===== config.mk =====
export PLATFORM = sky130hd
export DESIGN_NAME = hazard_ctrl
export DESIGN_NICKNAME = d
export VERILOG_FILES = /design/src/rtl/cpu_types_pkg.sv /design/src/rtl/hazard_ctrl_sat_counter.sv /design/src/rtl/hazard_ctrl.sv
export SDC_FILE = /design/constraint.sdc
export NUM_CORES = 1
export LEC_CHECK = 0
export ABC_AREA = 1
export CAP_MARGIN = 15
export CORE_MARGIN = 2
export CORE_UTILIZATION = 38
export DETAILED_ROUTE_END_ITERATION = 6
export GPL_TIMING_DRIVEN = 0
export PLACE_DENSITY_LB_ADDON = 0.08
export SYNTH_ARGS = -nofsm -noshare
export SYNTH_HDL_FRONTEND = slang
export SYNTH_SLANG_ARGS = --single-unit

===== constraint.sdc =====
create_clock -name CLK -period 2 [get_ports CLK]
set_input_delay 0.6 -clock CLK [delete_from_list [all_inputs] [get_ports CLK]]
set_output_delay 0.6 -clock CLK [all_outputs]
set_load 0.01 [all_outputs]

===== src/rtl/cpu_types_pkg.sv =====
// Shared core types: opcodes, MEMctrl bit indices and the hazard-unit state encoding.
// Also holds the helper that decides which ID instructions read rt as a source.
package cpu_types_pkg;

    typedef enum logic [5:0] {
        RTYPE = 6'b000000,
        J     = 6'b000010,
        JAL   = 6'b000011,
        BEQ   = 6'b000100,
        BNE   = 6'b000101,
        ADDI  = 6'b001000,
        ADDIU = 6'b001001,
        SLTI  = 6'b001010,
        SLTIU = 6'b001011,
        ANDI  = 6'b001100,
        ORI   = 6'b001101,
        XORI  = 6'b001110,
        LUI   = 6'b001111,
        LW    = 6'b100011,
        LBU   = 6'b100100,
        LHU   = 6'b100101,
        SB    = 6'b101000,
        SH    = 6'b101001,
        SW    = 6'b101011,
        LL    = 6'b110000,
        SC    = 6'b111000,
        HALT  = 6'b111111
    } opcode_t;

    // Bit positions inside the 5-bit MEMctrl field carried down the pipe.
    localparam int unsigned MEM_DREN = 0;
    localparam int unsigned MEM_DWEN = 1;
    localparam int unsigned MEM_BR   = 2;

    typedef enum logic [1:0] {
        HzRun,
        HzMemWait,
        HzHalt
    } hz_state_t;

    function automatic logic reads_rt(input logic [5:0] op);
        return (op == RTYPE) || (op == BEQ) || (op == BNE) || (op == SW);
    endfunction

endpackage


===== src/rtl/hazard_ctrl_sat_counter.sv =====
// Saturating up-counter with synchronous clear; clear wins over increment.
module sat_counter #(
    parameter int unsigned W = 16
) (
    input  logic         CLK,
    input  logic         nRST,
    input  logic         clr,
    input  logic         inc,
    output logic [W-1:0] q
);

    logic [W-1:0] q_q;
    logic [W-1:0] q_d;

    always_comb begin
        q_d = q_q;
        if (clr) begin
            q_d = '0;
        end else if (inc && (q_q != '1)) begin
            q_d = q_q + 1'b1;
        end
    end

    always_ff @(posedge CLK or negedge nRST) begin
        if (!nRST) begin
            q_q <= '0;
        end else begin
            q_q <= q_d;
        end
    end

    assign q = q_q;

endmodule


===== src/rtl/hazard_ctrl.sv =====
// Hazard and flow-control unit: stage enables, flush strobes, halt latch and debug counters
// for the 5-stage pipeline. Enables and strobes are purely combinational on state and inputs.
module hazard_ctrl
    import cpu_types_pkg::*;
#(
    parameter int unsigned CNT_W = 16
) (
    input  logic             CLK,
    input  logic             nRST,
    input  logic             ihit,
    input  logic             dhit,
    input  logic [31:0]      id_instr,
    input  logic [31:0]      ex_instr,
    input  logic             ex_dREN,
    input  logic [4:0]       ex_wsel,
    input  logic             ex_redirect,
    input  logic             mem_req,
    input  logic             cnt_clr,
    output logic             pc_en,
    output logic             ifid_en,
    output logic             ifid_flush,
    output logic             idex_en,
    output logic             flush_IDEX,
    output logic             exmem_en,
    output logic             halted,
    output logic [CNT_W-1:0] bubble_cnt,
    output logic [CNT_W-1:0] flush_cnt
);

    hz_state_t state_q;
    hz_state_t state_d;
    logic      halted_q;
    logic      halted_d;

    logic [5:0] id_op;
    logic [4:0] id_rs;
    logic [4:0] id_rt;
    logic       ex_halt;
    logic       mem_stall;
    logic       load_use;
    logic       run_eval;
    logic       bubble_inc;
    logic       flush_inc;
    logic       unused_bits;

    assign id_op     = id_instr[31:26];
    assign id_rs     = id_instr[25:21];
    assign id_rt     = id_instr[20:16];
    assign ex_halt   = (ex_instr[31:26] == HALT);
    assign mem_stall = mem_req && !dhit;
    assign load_use  = ex_dREN && (ex_wsel != 5'd0) &&
                       ((ex_wsel == id_rs) || (reads_rt(id_op) && (ex_wsel == id_rt)));

    assign unused_bits = ^{id_instr[15:0], ex_instr[25:0]};

    // MEMWAIT with dhit behaves exactly like a RUN cycle, including its transitions.
    always_comb begin
        run_eval = 1'b0;
        unique case (state_q)
            HzRun:     run_eval = 1'b1;
            HzMemWait: run_eval = dhit;
            default:   run_eval = 1'b0;
        endcase
    end

    always_comb begin
        state_d    = state_q;
        pc_en      = 1'b0;
        ifid_en    = 1'b0;
        ifid_flush = 1'b0;
        idex_en    = 1'b0;
        flush_IDEX = 1'b0;
        exmem_en   = 1'b0;
        bubble_inc = 1'b0;
        flush_inc  = 1'b0;

        if (state_q != HzRun && state_q != HzMemWait && state_q != HzHalt) begin
            state_d = HzRun;
        end else if (run_eval) begin
            if (ex_halt) begin
                state_d = HzHalt;
            end else if (mem_stall) begin
                state_d = HzMemWait;
            end else begin
                state_d = HzRun;
                if (ihit) begin
                    pc_en    = 1'b1;
                    ifid_en  = 1'b1;
                    idex_en  = 1'b1;
                    exmem_en = 1'b1;
                    // A redirect squashes the ID instruction, so its load-use hazard is moot.
                    if (ex_redirect) begin
                        ifid_flush = 1'b1;
                        flush_IDEX = 1'b1;
                        flush_inc  = 1'b1;
                    end else if (load_use) begin
                        pc_en      = 1'b0;
                        ifid_en    = 1'b0;
                        flush_IDEX = 1'b1;
                        bubble_inc = 1'b1;
                    end
                end
            end
        end
    end

    assign halted_d = (state_d == HzHalt);

    always_ff @(posedge CLK or negedge nRST) begin
        if (!nRST) begin
            state_q  <= HzRun;
            halted_q <= 1'b0;
        end else begin
            state_q  <= state_d;
            halted_q <= halted_d;
        end
    end

    assign halted = halted_q;

    sat_counter #(
        .W (CNT_W)
    ) u_bubble_cnt (
        .CLK  (CLK),
        .nRST (nRST),
        .clr  (cnt_clr),
        .inc  (bubble_inc),
        .q    (bubble_cnt)
    );

    sat_counter #(
        .W (CNT_W)
    ) u_flush_cnt (
        .CLK  (CLK),
        .nRST (nRST),
        .clr  (cnt_clr),
        .inc  (flush_inc),
        .q    (flush_cnt)
    );

endmodule


# After elaboration in Yosys (flattened, before gate mapping)
# Index checks and enable logic that the tools add are counted.
[word_totals] register_bits=35 elab_cells=77 output_inout_bits=39
[classes] n_addsub=2 mux=40 n_reduce_logical=19 n_eq_ne=12
[ops] op="2-to-1 mux 16 bit" count=4
[ops] op="adder 16 x 1 -> 16 bit (second input constant)" count=2
[ops] op="2-to-1 mux 1 bit" count=32
[ops] op="!= test 16 bit (second input constant)" count=2
[ops] op="equality test 6 x 3 -> 1 bit (second input constant)" count=2
[ops] op="equality test 6 bit (second input constant)" count=2
[ops] op="equality test 5 bit" count=2
[ops] op="logical AND 1 bit" count=8
[ops] op="logical NOT 6 bit" count=1
[ops] op="2-to-1 mux 2 bit" count=3
[ops] op="nonzero test 2 bit" count=3
[ops] op="nonzero test 5 bit" count=1
[ops] op="logical OR 1 bit" count=4
[ops] op="equality test 2 x 1 -> 1 bit (second input constant)" count=1
[ops] op="equality test 2 bit (second input constant)" count=1
[ops] op="logical NOT 2 bit" count=1
[ops] op="!= test 2 x 1 -> 1 bit (second input constant)" count=1
[ops] op="!= test 2 bit (second input constant)" count=1
[ops] op="one-hot mux 1 bit (2 select lines)" count=1
[ops] op="logical NOT 1 bit" count=1

# Longest topological paths before layout
# Gate-level depths: netlist (run 1).
[depth] word_depth=17 ltp_mapped=12 ltp_nobuf=11

# Cells and area by module
# A second synthesis (run 1) with hierarchy kept.
[hier_totals] hier_cells=373 area_unflattened_um2=2523.7
[by_module_without_submodules] module="sat_counter at u_bubble_cnt" seq_area_each_um2=400.4 cells_each=144 instances=1 area_per_inst_um2=1037.2
[by_module_without_submodules] module="sat_counter at u_flush_cnt" seq_area_each_um2=400.4 cells_each=145 instances=1 area_per_inst_um2=1033.5
[by_module_without_submodules] module="hazard_ctrl" seq_area_each_um2=75.1 cells_each=84 instances=1 area_per_inst_um2=452.9

# Worst setup path after synthesis (run 1)
# Ideal clock, no wire load.
[synth_path] path_type="input to output" from="input id_instr[26]" to="output pc_en" stages=11 setup_slack_ps=-128 n_path_buf=1 arrival_ps=1528 path_cell_list="inv_1 nor2_1 nand2_1 nand2_1 nand3_1 o21ai_1 and2_1 nand2_1 nand2_1 inv_1 buf_4"
[synth_via] elab_chain_cells=14
[synth_rtl] element="from (decl)" line_no="hazard_ctrl.sv:12" text="input logic [31:0] id_instr,"
[synth_rtl] element="equality test 6 x 3 -> 1 bit / logical NOT 6 bit (equally long branches)" line_no="cpu_types_pkg.sv:42" text="return (op == RTYPE) || (op == BEQ) || (op == BNE) || (op == SW);"
[synth_rtl] element="logical OR 1 bit (2 in series)" line_no="cpu_types_pkg.sv:42"
[synth_rtl] element="logical OR 1 bit (*)" line_no="cpu_types_pkg.sv:42"
[synth_rtl] element="logical AND 1 bit (*)" line_no="hazard_ctrl.sv:52" text="((ex_wsel == id_rs) || (reads_rt(id_op) && (ex_wsel == id_rt)));"
[synth_rtl] element="logical OR 1 bit (*)" line_no="hazard_ctrl.sv:52"
[synth_rtl] element="logical AND 1 bit (*)" line_no="hazard_ctrl.sv:51" text="assign load_use = ex_dREN && (ex_wsel != 5'd0) &&"
[synth_rtl] element="2-to-1 mux 1 bit (*) (7 in series)"
[synth_rtl] element="to (decl)" line_no="hazard_ctrl.sv:19" text="output logic pc_en,"
# Every way passes the cells marked *; elsewhere a longest branch is shown, timed or not.

# Worst setup path in the final report (run 1)
[layout_path] from="input ex_wsel[0]" to="output pc_en"
[layout_via] elab_chain_cells=11
[layout_rtl] element="from (decl)" line_no="hazard_ctrl.sv:15" text="input logic [4:0] ex_wsel,"
[layout_rtl] element="equality test 5 bit" line_no="hazard_ctrl.sv:52"
[layout_rtl] element="logical AND 1 bit" line_no="hazard_ctrl.sv:52"
[layout_rtl] element="logical OR 1 bit" line_no="hazard_ctrl.sv:52"
[layout_rtl] element="logical AND 1 bit (*)" line_no="hazard_ctrl.sv:51"
[layout_rtl] element="2-to-1 mux 1 bit (*)" line_no="hazard_ctrl.sv:96" text="end else if (load_use) begin"
[layout_rtl] element="2-to-1 mux 1 bit (*)" line_no="hazard_ctrl.sv:92" text="if (ex_redirect) begin"
[layout_rtl] element="2-to-1 mux 1 bit (*)" line_no="hazard_ctrl.sv:86" text="if (ihit) begin"
[layout_rtl] element="2-to-1 mux 1 bit (*)" line_no="hazard_ctrl.sv:82" text="end else if (mem_stall) begin"
[layout_rtl] element="2-to-1 mux 1 bit (*)" line_no="hazard_ctrl.sv:80" text="if (ex_halt) begin"
[layout_rtl] element="2-to-1 mux 1 bit (*)" line_no="hazard_ctrl.sv:79" text="end else if (run_eval) begin"
[layout_rtl] element="2-to-1 mux 1 bit (*)" line_no="hazard_ctrl.sv:77" text="if (state_q != HzRun && state_q != HzMemWait && state_q != HzHalt) begin"
# Marked as above.

==> run summary, run 1 <==
## Run status
• complete, but fails checks — outcome
• setup timing — violated checks

## Timing
• 2.31 ns — post-layout min period
• 116% — share of the cycle needed by the critical path after routing
• 0 — number of pins exceeding their max-slew limit in the final report
• 3 — final-report setup violation count
• yes — RSZ-0062 raised after global routing
• -0.313 ns — PnR worst setup slack
• 0.432 GHz — Max Clk Rate
• 0.386 ns — worst hold margin
• 0.796 ns — slew at the pin closest to its max-slew limit
• 0.00692 ns — clk_skew
• 46.9% — worst max-slew margin expressed relative to the limit
• 0 — count of final hold-check violations

## Global route
• 0 — antenna violations before repair
• 18.6% — global router's overall resource usage
• 36 — maximum number of pins on one net before global-route repair
• 0 — remaining global-route overflow
• 2422 — vias in the first global route
• 11200 um — first-pass GRT wire length

## Power
• 481 nW/um^2 — areal power density over the cells
• 0.379 mV — Max IR drop VDD
• 1.80 nW — standby leakage power

## Setup path
• u_flush_cnt.q[0]$_DFFE_PN0P_ — origin of the critical flop-to-flop path
• output pin — endpoint type of the worst setup path
• 3 — largest fanout of any net on the critical path
• ex_wsel[0] — Critical path origin
• input port — launching element type of the critical path
• 1.71 ns — arrival time worst endpoint
• in -> out — CP Class
• 1.40 ns — critical path data required time

## Floorplan
• 6680 sq um — placeable core area
• 116 — number of placed I/O pins
• 86.5 um — Die Wd
• 30 — placement row count
• 38.7% — Initial Utilization
• 86.5 um — chip height
• 7480 sq um — DIE AREA

## CTS
• 5 — TritonCTS Buffers
• 0.29 ns — clock insertion delay at the later pin of the skew report
• 0 — number of hold buffers added after CTS
• built — CTS tree
• 2 — number of H-tree branching levels
• 35 — clock tree sinks
• 2 — Max Buffers Root-to-Sink
• 0.07 ns — clock transition at the register clock pins on the worst setup and hold paths after CTS
• sky130_fd_sc_hd__clkbuf_8 — CTS Root Buffer Type

## Placed design
• 4910 um — HPWL Detailed
• 528 — DP Cell Count
• 73 — quantity of I/O buffers inserted on ports
• 0.915 — Routability Congestion

## Cells and area
• 0 — ant diodes
• 101 x sky130_fd_sc_hd__nand2_1, 49 x sky130_fd_sc_hd__nor2_1, 42 x sky130_fd_sc_hd__nand3_1 — commonest cells after routing, fill and taps aside
• 28.2% — layout cells sized above 1
• sky130_fd_sc_hd__nand2_1 — most common cell after layout, fill and taps aside
• 555 — non-filler instance count after layout
• 43.7% — Synth-to-Final Area Change
• 553 — number of nets in the layout

## Synth
• 2590 sq um — netlist area before placement
• 0 — Post-synth EDFFs
• 33.8% — sequential fraction of the synthesis area
• sky130_fd_sc_hd__dfrtp_1 — Main synth FF type
• 375 — Post-Synthesis Cells
• 0 — Synth warnings
• 6.90 sq um — synthesized area per cell
• 100% — Async S/R FF share, synth
• 454 — synthesized netlist net count
• 35 — register bit count reported by yosys
• 34 — number of distinct standard cells referenced by the synthesized netlist

## Routing
• 73 — initial drt markers
• 4 — detailed-routing iteration count for the pre-antenna-repair pass
• 3290 um — detailed-routing wirelength on met1
• 12.5 um — post-detailed-route wirelength per cell
• 6910 um — sum of routed wire length over all layers
• 0 — Post-route DRC
• 3090 um — met2 wire length
• met4 — uppermost metal layer occupied by signal nets
• 0 — antenna-violating nets left
• 438 um — wire length on met3
• 4.84 — Avg Vias per Cell
• 2686 — overall via count from detail_route

## Job
• 0 — max cap viols

## Min path
• in -> async — worst min-delay path class

[cells by family after synthesis]
logic type / share of synthesized area (%)
DFF: 33.8
AOI/OAI and AO/OA: 5.03
xor gates and xnor gates: 8.12
adders and majority gates: 0.967
buffers and inverters: 9.28
and+or+nand+nor: 42.7
[layer usage]
metal,vias to the layer above,track usage (%)
met3,9,4.29
met4,0,5.11
met5,-,0
met1,1218,25.7
li1,1372,-
met2,87,29.1
[report_power, final]
group | internal (mW) | switching (mW) | total [mW]
clock network | 0.404 | 0.275 | 0.679
registers | 0.725 | 0.0211 | 0.746
logic | 0.179 | 0.185 | 0.364
total | 1.31 | 0.481 | 1.79
[flip-flops by register name (all words and copies together) (netlist names)]
signal / cells
state_q: 2
u_bubble_cnt.q: 16
u_flush_cnt.q: 16
halted: 1
[path summary, 6_finish.rpt]
kind                                                 end  slack [ns]  cells past startpoint
setup / recovery                                   pc_en       -0.31                     12
hold / removal                      state_q[1]$_DFF_PN0_        0.39                      1
setup reg to reg           u_flush_cnt.q[14]$_DFFE_PN0P_        0.08                     11
hold reg to reg                     state_q[0]$_DFF_PN0_        0.51                      1
max in group asynchronous  u_bubble_cnt.q[3]$_DFFE_PN0P_        1.05                      1
min in group CLK                    state_q[0]$_DFF_PN0_        0.51                      1
[cells in the mapped netlist, types with 2 or more instances]
library cell | n | area (sq um)
sky130_fd_sc_hd__nor3_4 | 2 | 32.5
sky130_fd_sc_hd__nand2_1 | 112 | 420
sky130_fd_sc_hd__buf_6 | 2 | 22.5
sky130_fd_sc_hd__buf_4 | 2 | 15.0
sky130_fd_sc_hd__buf_1 | 2 | 7.51
sky130_fd_sc_hd__nand3_1 | 43 | 215
sky130_fd_sc_hd__o21ai_0 | 2 | 10.0
sky130_fd_sc_hd__dfrtp_1 | 35 | 876
sky130_fd_sc_hd__inv_2 | 6 | 22.5
sky130_fd_sc_hd__nand2_2 | 8 | 50.1
sky130_fd_sc_hd__nand4_1 | 9 | 56.3
sky130_fd_sc_hd__nor2_4 | 2 | 22.5
sky130_fd_sc_hd__ha_1 | 2 | 25.0
sky130_fd_sc_hd__o21ai_2 | 6 | 52.6
sky130_fd_sc_hd__xnor2_1 | 4 | 35.0
sky130_fd_sc_hd__xor2_1 | 20 | 175
sky130_fd_sc_hd__a21oi_1 | 6 | 30.0
sky130_fd_sc_hd__nor3_1 | 6 | 30.0
sky130_fd_sc_hd__inv_1 | 37 | 139
sky130_fd_sc_hd__nor2_1 | 54 | 203
sky130_fd_sc_hd__clkbuf_1 | 2 | 7.51
[per-stage QoR]
stage | instance area [sq um] | setup TNS [ns] | power [mW] | worst slack (ns) | util [%]
floorplan | 2610 | -0.0842 | 0.914 | -0.0842 | -
global placement | 3440 | -36.36 | 1.08 | -1.20 | 51.5
detailed placement | 3430 | -17.55 | 1.08 | -1.21 | 51.4
global route | 3720 | -1.22 | 1.88 | -0.402 | 55.7
finish | 3720 | -0.743 | 1.79 | -0.313 | 55.7
CTS | 3600 | -0.588 | 1.77 | -0.262 | 53.9
[worst max-delay path, cell delays in order]
cell	delay (ns)
sky130_fd_sc_hd__buf_8	0.11
sky130_fd_sc_hd__nand2_4	0.06
sky130_fd_sc_hd__nand2_2	0.06
sky130_fd_sc_hd__nor2_2	0.12
sky130_fd_sc_hd__nand3_2	0.08
sky130_fd_sc_hd__o21ai_2	0.17
sky130_fd_sc_hd__and2_4	0.17
sky130_fd_sc_hd__nand2_2	0.04
sky130_fd_sc_hd__nand2_2	0.06
sky130_fd_sc_hd__inv_2	0.03
sky130_fd_sc_hd__buf_6	0.10
sky130_fd_sc_hd__buf_6	0.11
[timing repair]
item	CTS	global route
gates resized for setup	169	24
setup endpoints to repair	31	32
pin swaps	41	20
buffers inserted	11	8
gates cloned	1	0
[area by class of cell]
type	instances	area, sq um
flip-flops and latches	35	883
well taps	80	100
multi-input cells	286	1540
clock buffers	6	82.6
fillers	673	2960
clock inverters	2	35.0
inverters	44	180
repair buffers	92	808
plain buffers	10	86.3
Note: power is estimated with default switching activity, not from simulation.
==> inputs of run 2 (changes only) <==
Settings changed: CORE_UTILIZATION 38 to 46.
Clock period 2 ns to 3 ns, I/O delays scaled along.
==> run summary, run 2 (synthesis gave the netlist of run 1 again) <==
## Timing
• 2.94 ns — post-layout min period
• no — RSZ-0062 raised after global routing
• 0.340 GHz — Max Clk Rate
• 45.6% — worst max-slew margin expressed relative to the limit, -1.3 points
• 0 — number of pins exceeding their max-slew limit in the final report, unchanged
• 0 — final-report setup violation count, -3
• 0.0117 ns — clk_skew, +0.00478 ns
• 0.544 ns — worst hold margin, +0.157 ns
• 0 — count of final hold-check violations, unchanged
• 0.816 ns — slew at the pin closest to its max-slew limit, +0.0202 ns
• 98.1% — share of the cycle needed by the critical path after routing
• 0.0563 ns — PnR worst setup slack, +0.370 ns

## Power
• 0.261 mV — Max IR drop VDD, -31%
• 1.80 nW — standby leakage power, -0.31%
• 342 nW/um^2 — areal power density over the cells, -29%

## Routing
• 2654 — overall via count from detail_route, -1.2%
• 4 — detailed-routing iteration count for the pre-antenna-repair pass, unchanged
• 6620 um — sum of routed wire length over all layers, -4.2%
• 135 — initial drt markers, +85%
• 12.3 um — post-detailed-route wirelength per cell, -1.0%
• 4.94 — Avg Vias per Cell, +2.1%
• 0 — Post-route DRC, unchanged
• 0 — antenna-violating nets left, unchanged

## CTS
• 0.29 ns — clock insertion delay at the later pin of the skew report, about the same
• 0.07 ns — clock transition at the register clock pins on the worst setup and hold paths after CTS, about the same
• 5 — TritonCTS Buffers, unchanged
• sky130_fd_sc_hd__clkbuf_8 — CTS Root Buffer Type
• built — CTS tree
• 2 — number of H-tree branching levels, unchanged
• 35 — clock tree sinks, unchanged
• 2 — Max Buffers Root-to-Sink, unchanged

## Setup path
• 0.96 ns — internal reg-to-reg setup slack, +0.88 ns
• 2.10 ns — critical path data required time, +0.70 ns
• input port — launching element type of the critical path
• 2 — largest fanout of any net on the critical path, -1
• 5 — buffering stage count on the worst path with inverters included, +1
• output pin — endpoint type of the worst setup path
• 2.04 ns — arrival time worst endpoint, +0.33 ns
• in -> out — CP Class
• 0.46 ns — max incr delay on CP, +0.29 ns
• clkdlybuf4s50_1 -> o21ai_1 -> inv_2 -> and2_4 -> nand2_2 -> nand2_2 -> inv_2 -> buf_4 -> buf_6 — list of cells traversed by the critical path
• sky130_fd_sc_hd__clkdlybuf4s50_1 — Crit-path slowest cell
• buffers and inverters — category of cells accounting for the largest share of critical-path delay

## Cells and area
• 0 — ant diodes, unchanged
• 106 x sky130_fd_sc_hd__nand2_1, 52 x sky130_fd_sc_hd__nor2_1, 42 x sky130_fd_sc_hd__nand3_1 — commonest cells after routing, fill and taps aside
• sky130_fd_sc_hd__nand2_1 — most common cell after layout, fill and taps aside
• 537 — non-filler instance count after layout, -3.2%
• 37.7% — Synth-to-Final Area Change
• 3560 sq um — Design Area, Final, -4.2%
• 19.4% — layout cells sized above 1, -8.9 points
• 543 — number of nets in the layout, -1.8%

## Floorplan
• 116 — number of placed I/O pins, unchanged
• 6240 sq um — DIE AREA, -17%
• 47.3% — Initial Utilization, +8.6 points
• 5470 sq um — placeable core area, -18%
• 79 um — Die Wd, -8.7%
• 79 um — chip height, -8.7%
• 27 — placement row count, -10%

## Run status
• completed — outcome

## Placed design
• 0.904 — Routability Congestion, -1.2%
• 73 — quantity of I/O buffers inserted on ports, unchanged
• 3400 sq um — Post-Place Cell Area, -0.87%
• 4960 um — HPWL Detailed, +1.1%
• -0.840 ns — post-placement setup slack, +0.370 ns
• 520 — DP Cell Count, -1.5%

## Global route
• 2469 — vias in the first global route, +1.9%
• 11300 um — first-pass GRT wire length, about the same
• 22.3% — global router's overall resource usage, +3.8 points
• 0 — antenna violations before repair, unchanged
• 0 — remaining global-route overflow, unchanged
• 36 — maximum number of pins on one net before global-route repair, unchanged

## Min path
• reg -> reg — worst min-delay path class

## Job
• 0 — max cap viols, unchanged

[run 2: cell count changes in the layout (fill, tap and decap cells not counted), sizes merged]
cell / delta
dlygate4sd2: +5
bufinv: +1
clkdlybuf4s50: +1
clkinvlp: +1
clkbuf: +9
buf: -32
clkinv: -1
dlymetal6s2s: +6
[run 2: timing repair]
action / CTS / global route
endpoints found under the hold margin: 0 / 0
pin swaps: 24 / 25
endpoints found under the setup margin: 6 / 6
gates resized for setup: 67 / 45
buffers inserted: 8 / 1
hold buffers: 0 / 0
gates cloned: 0 / 0
[run 2: power breakdown]
part | internal, mW | leakage, nW | switching (mW)
logic | 0.0943 | 1.25 | 0.112
clock network | 0.332 | 0.0644 | 0.184
registers | 0.482 | 0.485 | 0.0164
total | 0.908 | 1.80 | 0.312
[run 2: final cells by class]
type	count	area, sq um
plain buffers	10	72.6
clock buffers	5	68.8
clock inverters	3	67.6
fillers	516	1910
inverters	44	168
multi-input cells	286	1510
flip-flops and latches	35	876
well taps	72	90.1
repair buffers	82	713
[run 2: path summary, 6_finish.rpt]
check,from,endpoint,depth (start not counted)
setup reg to reg,u_flush_cnt.q[0]$_DFFE_PN0P_,u_flush_cnt.q[12]$_DFFE_PN0P_,11
hold / removal,state_q[1]$_DFF_PN0_,halted$_DFF_PN0_,1
setup / recovery,ex_dREN,pc_en,9
max in group asynchronous,nRST,u_bubble_cnt.q[6]$_DFFE_PN0P_,1
min in group asynchronous,nRST,u_bubble_cnt.q[2]$_DFFE_PN0P_,1
hold reg to reg,state_q[1]$_DFF_PN0_,halted$_DFF_PN0_,1
[run 2: through the flow]
stage / util (%) / setup TNS [ns] / total power, mW
after floorplan: - / 0 / 0.606
after global placement: 62.3 / -3.36 / 0.716
after detailed placement: 62.2 / -3.47 / 0.718
after CTS: 65.4 / -0.0879 / 1.23
after global routing: 65.1 / 0 / 1.27
final: 65.1 / 0 / 1.22
[run 2: worst reg2reg max path: stages, from the launching register on]
cell and delay (ns):
sky130_fd_sc_hd__dfrtp_1 0.48, sky130_fd_sc_hd__ha_1 0.26, sky130_fd_sc_hd__nand2_2 0.10, sky130_fd_sc_hd__nor3_4 0.25
sky130_fd_sc_hd__nand2_2 0.12, sky130_fd_sc_hd__nor2_4 0.11, sky130_fd_sc_hd__a21oi_4 0.10, sky130_fd_sc_hd__nor2_4 0.20
sky130_fd_sc_hd__inv_4 0.05, sky130_fd_sc_hd__buf_8 0.15, sky130_fd_sc_hd__nand2_2 0.06, sky130_fd_sc_hd__nand2_1 0.05
[run 2: metal layers]
layer | routed length [um] | part of all wire [%] | global-route usage [%] | up-vias
met4 | 30 | 0.45 | 5.52 | 0
met2 | 3100 | 47 | 36.4 | 78
li1 | - | - | - | 1358
met3 | 421 | 6.4 | 4.43 | 4
met1 | 3060 | 46 | 30.5 | 1214
met5 | 0 | 0 | 0 | -
==> inputs of run 3 (changes only) <==
Settings changed: CORE_MARGIN 2 to 5.
==> run summary, run 3 (synthesis gave the netlist of run 1 again) <==
## CTS
• built — CTS tree
• sky130_fd_sc_hd__clkbuf_8 — CTS Root Buffer Type
• 2 — number of H-tree branching levels, unchanged
• 0.29 ns — clock insertion delay at the later pin of the skew report, about the same
• 2 — Max Buffers Root-to-Sink, unchanged
• 0.08 ns — clock transition at the register clock pins on the worst setup and hold paths after CTS, about the same
• 35 — clock tree sinks, unchanged
• 5 — TritonCTS Buffers, unchanged

## Setup path
• sky130_fd_sc_hd__clkdlybuf4s50_1 — Crit-path slowest cell
• buffers and inverters — category of cells accounting for the largest share of critical-path delay
• 6 — largest fanout of any net on the critical path, +4
• clkdlybuf4s50_1 -> inv_1 -> nor2_2 -> nor2_1 -> nand2_2 -> nor2_8 -> clkdlybuf4s15_1 — list of cells traversed by the critical path
• in -> out — CP Class
• 0.40 ns — max incr delay on CP, -0.06 ns
• 2.10 ns — critical path data required time, about the same
• output pin — endpoint type of the worst setup path
• 2.07 ns — arrival time worst endpoint, +0.03 ns
• 3 — buffering stage count on the worst path with inverters included, -2
• input port — launching element type of the critical path

## Cells and area
• 545 — non-filler instance count after layout, +1.5%
• 551 — number of nets in the layout, +1.5%
• 0 — ant diodes, unchanged
• 106 x sky130_fd_sc_hd__nand2_1, 52 x sky130_fd_sc_hd__nor2_1, 42 x sky130_fd_sc_hd__nand3_1 — commonest cells after routing, fill and taps aside
• 66.1% — utilization after layout, +1.0 points
• 3620 sq um — Design Area, Final, +1.6%
• sky130_fd_sc_hd__nand2_1 — most common cell after layout, fill and taps aside
• 19.7% — layout cells sized above 1, +0.31 points
• 39.9% — Synth-to-Final Area Change

## Power
• 0.200 mV — Max IR drop VDD, -23%
• 27.9% — fraction of power spent switching nets, +2.3 points
• 42.6% — Seq pwr share, +1.7 points
• 37.3% — part of the power in the clock network, -5.0 points
• 1.17 mW — post-layout power, -4.0%
• 20.1% — Comb pwr share, +3.2 points
• 0.844 mW — cell-internal power, -7.0%
• 323 nW/um^2 — areal power density over the cells, -5.5%
• 0.326 mW — switching component of the power, +4.8%
• 1.81 nW — standby leakage power, +0.59%

## Floorplan
• 116 — number of placed I/O pins, unchanged
• 47.3% — Initial Utilization, unchanged
• 85 um — Die Wd, +7.6%
• 7230 sq um — DIE AREA, +16%
• 27 — placement row count, unchanged
• 5470 sq um — placeable core area, unchanged
• 85 um — chip height, +7.6%

## Global route
• 0 — remaining global-route overflow, unchanged
• 34.3% — global-route met2 utilization, -2.1 points
• 20.7% — global router's overall resource usage, -1.6 points
• 0 — antenna violations before repair, unchanged
• met2 — gr busiest metal
• 12200 um — first-pass GRT wire length, +8.3%
• 4.76% — GR Layer Usage met3, +0.33 points
• 36 — maximum number of pins on one net before global-route repair, unchanged
• 27.2% — met1 GRT Util, -3.3 points
• 2610 — vias in the first global route, +5.7%

## Run status
• completed — outcome

## Routing
• 4 — detailed-routing iteration count for the pre-antenna-repair pass, unchanged
• 0 — antenna-violating nets left, unchanged
• 122 — initial drt markers, -9.6%
• 13.0 um — post-detailed-route wirelength per cell, +5.3%
• 0 — Post-route DRC, unchanged
• 2643 — overall via count from detail_route, -0.41%
• 7070 um — sum of routed wire length over all layers, +6.8%
• 4.85 — Avg Vias per Cell, -1.9%

## Placed design
• 520 — DP Cell Count, unchanged
• -0.860 ns — post-placement setup slack, -0.0201 ns
• 73 — quantity of I/O buffers inserted on ports, unchanged
• 0.904 — Routability Congestion, about the same
• 5260 um — HPWL Detailed, +6.1%
• 3400 sq um — Post-Place Cell Area, unchanged

## Timing
• 0.564 ns — worst hold margin, +0.0204 ns
• 0 — number of pins exceeding their max-slew limit in the final report, unchanged
• 2.97 ns — post-layout min period, +0.0257 ns
• 99.0% — share of the cycle needed by the critical path after routing, +0.86 points
• 0 — final-report setup violation count, unchanged
• 0.0105 ns — clk_skew, -0.00123 ns
• 0 — count of final hold-check violations, unchanged
• 0.337 GHz — Max Clk Rate, -0.87%
• 44.6% — worst max-slew margin expressed relative to the limit, -0.98 points
• 0 ns — final-layout setup total negative slack, unchanged
• 0.831 ns — slew at the pin closest to its max-slew limit, +0.0146 ns
• 0.0306 ns — PnR worst setup slack, -0.0257 ns

## Job
• 0 — max cap viols, unchanged

## Min path
• reg -> reg — worst min-delay path class

[run 3: cell count changes in the layout (fill, tap and decap cells not counted)]
cell	delta
sky130_fd_sc_hd__dlymetal6s2s_1	-2
sky130_fd_sc_hd__clkdlybuf4s50_1	+4
sky130_fd_sc_hd__clkbuf_2	-1
sky130_fd_sc_hd__dlygate4sd2_1	+1
sky130_fd_sc_hd__clkinv_4	+1
sky130_fd_sc_hd__buf_6	+1
sky130_fd_sc_hd__clkinvlp_4	-1
sky130_fd_sc_hd__clkinv_2	+1
sky130_fd_sc_hd__buf_2	-3
sky130_fd_sc_hd__clkdlybuf4s15_1	+2
sky130_fd_sc_hd__buf_4	+6
sky130_fd_sc_hd__bufinv_16	-1
[run 3: per-layer routing]
layer / wire, um / up-vias
li1: - / 1372
met1: 3280 / 1203
met2: 3380 / 63
met3: 356 / 5
met4: 54 / 0
met5: 0 / -
[run 3: power by group through the flow]
stage,Combinational [mW],Clock [mW],Sequential (mW)
2_1_floorplan,0.0996,0,0.507
3_3_place_gp,0.210,0,0.507
3_5_place_dp,0.214,0,0.507
4_1_cts,0.234,0.449,0.498
5_1_grt,0.259,0.475,0.501
6_report,0.235,0.437,0.498
[run 3: tightest hold or removal path: stages (launching register included)]
cell                      delay [ns]
sky130_fd_sc_hd__dfrtp_1        0.41
sky130_fd_sc_hd__nand2_1        0.07
sky130_fd_sc_hd__nand2_1        0.06
[run 3: timing repair]
action / 4_1_cts / 5_1_grt
setup endpoints to repair: 6 / 6
pin swaps: 18 / 20
setup buffers: 16 / 2
hold buffers: 0 / 0
gates cloned: 0 / 0
resized for setup: 65 / 30
[run 3: path summary, 6_finish.rpt]
path / cells past startpoint / slack, ns / end / startpoint
worst min-delay path: 2 / 0.56 / u_flush_cnt.q[14]$_DFFE_PN0P_ / u_flush_cnt.q[14]$_DFFE_PN0P_
max in group asynchronous: 1 / 1.77 / u_flush_cnt.q[15]$_DFFE_PN0P_ / nRST
worst max register to register: 11 / 0.97 / u_flush_cnt.q[10]$_DFFE_PN0P_ / u_flush_cnt.q[0]$_DFFE_PN0P_
worst max-delay path: 7 / 0.03 / exmem_en / mem_req
min in group asynchronous: 1 / 0.71 / u_bubble_cnt.q[13]$_DFFE_PN0P_ / nRST
worst min register to register: 2 / 0.56 / u_flush_cnt.q[14]$_DFFE_PN0P_ / u_flush_cnt.q[14]$_DFFE_PN0P_
[run 3: cell type report]
cell class	instances	area, sq um
well taps	72	90.1
plain buffers	9	65.1
multi-input cells	286	1510
clock inverters	3	43.8
repair buffers	91	801
inverters	44	168
clock buffers	5	68.8
fillers	514	1850
flip-flops and latches	35	876
==> RTL change (flow settings as in run 1) <==
The parameter `CNT_W` goes from 16 to 14.
--- a/src/rtl/hazard_ctrl.sv
+++ b/src/rtl/hazard_ctrl.sv
@@ -3,7 +3,7 @@
 module hazard_ctrl
     import cpu_types_pkg::*;
 #(
-    parameter int unsigned CNT_W = 16
+    parameter int unsigned CNT_W = 14
 ) (
     input  logic             CLK,
     input  logic             nRST,
Interface: changed (resized bubble_cnt and flush_cnt); port bits go from 116 to 112. No check against the original RTL was run, so the function may have changed too.
==> RTL change against run 1 <==
Non-clock buffer count down 7. Global-route usage rose by 1.5 points. Synthesized area shrank 13%. Core utilization is 3.2 points higher. Highest routed layer unchanged. Power is 24% lower. Synthesized cell count shrank 12%. Sequential power is 13% lower. Critical path depth stayed put. The flow still finishes with violations (setup timing). Clock power fell by 29%. Sequential cell count down 4. Setup slack improved by 25 ps. Routed wire length fell by 10%. Final area shrank 11%. Largest power group unchanged.
==> RTL change: results <==
export IMPL_outcome="complete, but fails checks"
export IMPL_violations="setup timing"
export IMPL_swShare_pct=26.8
export IMPL_dp_cells=470
export IMPL_grt_met1_usage_pct=26.3
export IMPL_post_cts_buffers=20
export IMPL_rrSetupSlack_ps=200
export IMPL_ir_drop_uv=342
export IMPL_synth_common_cells="nand2_1, nor2_1, inv_1"
export IMPL_port_buffers=69
export IMPL_grt_use_total_pct=20.1
export IMPL_ctsResizeCount=155
export IMPL_regToRegEndpoint="u_bubble_cnt.q[5]"
export IMPL_wl_met1_mm=2.86
export IMPL_dpl_hpwl_mm=4.39
export IMPL_vias=2407
export IMPL_syn_num_nets=408
export IMPL_worstPathArrival_ps=1690
export IMPL_hold_ws_ps=366
export IMPL_yosys_top_cells_area="dfrtp_1, nand2_1, nor2_1, nand3_1, inv_1"
export IMPL_reg2reg_from="u_bubble_cnt.q[0]"
export IMPL_wl_met3_um=482
export IMPL_wl_met2_mm=2.79
export IMPL_drtIter0Drc=84
export IMPL_setup_viol=3
export IMPL_cts_buffer_depth=2
export IMPL_place_gp_congestion=0.888
export IMPL_n_fill_cell=555
export IMPL_p_leak_nw=1.58
export IMPL_grt_pass1_vias=2330
export IMPL_synth_compound_area_share_pct=6.02
export IMPL_finalNetCount=502
export IMPL_drive_gt1_share_pct=26.7
export IMPL_yosys_warnings=0
export IMPL_finalWorstSetupSlack_ps=-289
export IMPL_ys_seq_area_share_pct=34.6
export IMPL_synthAdderAreaFrac_pct=1.12
export IMPL_via_per_inst=4.85
export IMPL_wl_per_cell_um=12.5
export IMPL_pre_cts_slack_ps=-1210
export IMPL_clock_power_mw=0.480
export IMPL_grt_pass1_wl_mm=10.4
export IMPL_synth_xor_area_share_pct=7.03
## RTL change: cell count changes after synthesis, moves of 7 or more
cell / change
nand2_1: -13
nand3_1: -11
nor2_1: -10
xor2_1: -7
## RTL change: final cells by class
| type | count | area [µm²] | share of cell area [%] |
|---|---|---|---|
| buffer | 8 | 61.3 | 1.86 |
| clock buffer | 7 | 76.3 | 2.31 |
| clock inverter | 1 | 5.00 | 0.152 |
| inverter | 41 | 179 | 5.42 |
| multi-input combinational | 249 | 1310 | 39.8 |
| sequential | 31 | 777 | 23.5 |
| tap | 72 | 90.1 | 2.73 |
| timing repair buffer | 87 | 801 | 24.2 |
## RTL change: stage by stage
| step | cell area [µm²] | setup TNS, ps | total power [mW] |
|---|---|---|---|
| finish | 3300 | -646 | 1.36 |
| global route | 3300 | -898 | 1.42 |
| CTS | 3230 | -607 | 1.36 |
| detailed placement | 3040 | -13580 | 0.865 |
| global placement | 3040 | -22190 | 0.864 |
| floorplan | 2260 | -84.9 | 0.743 |
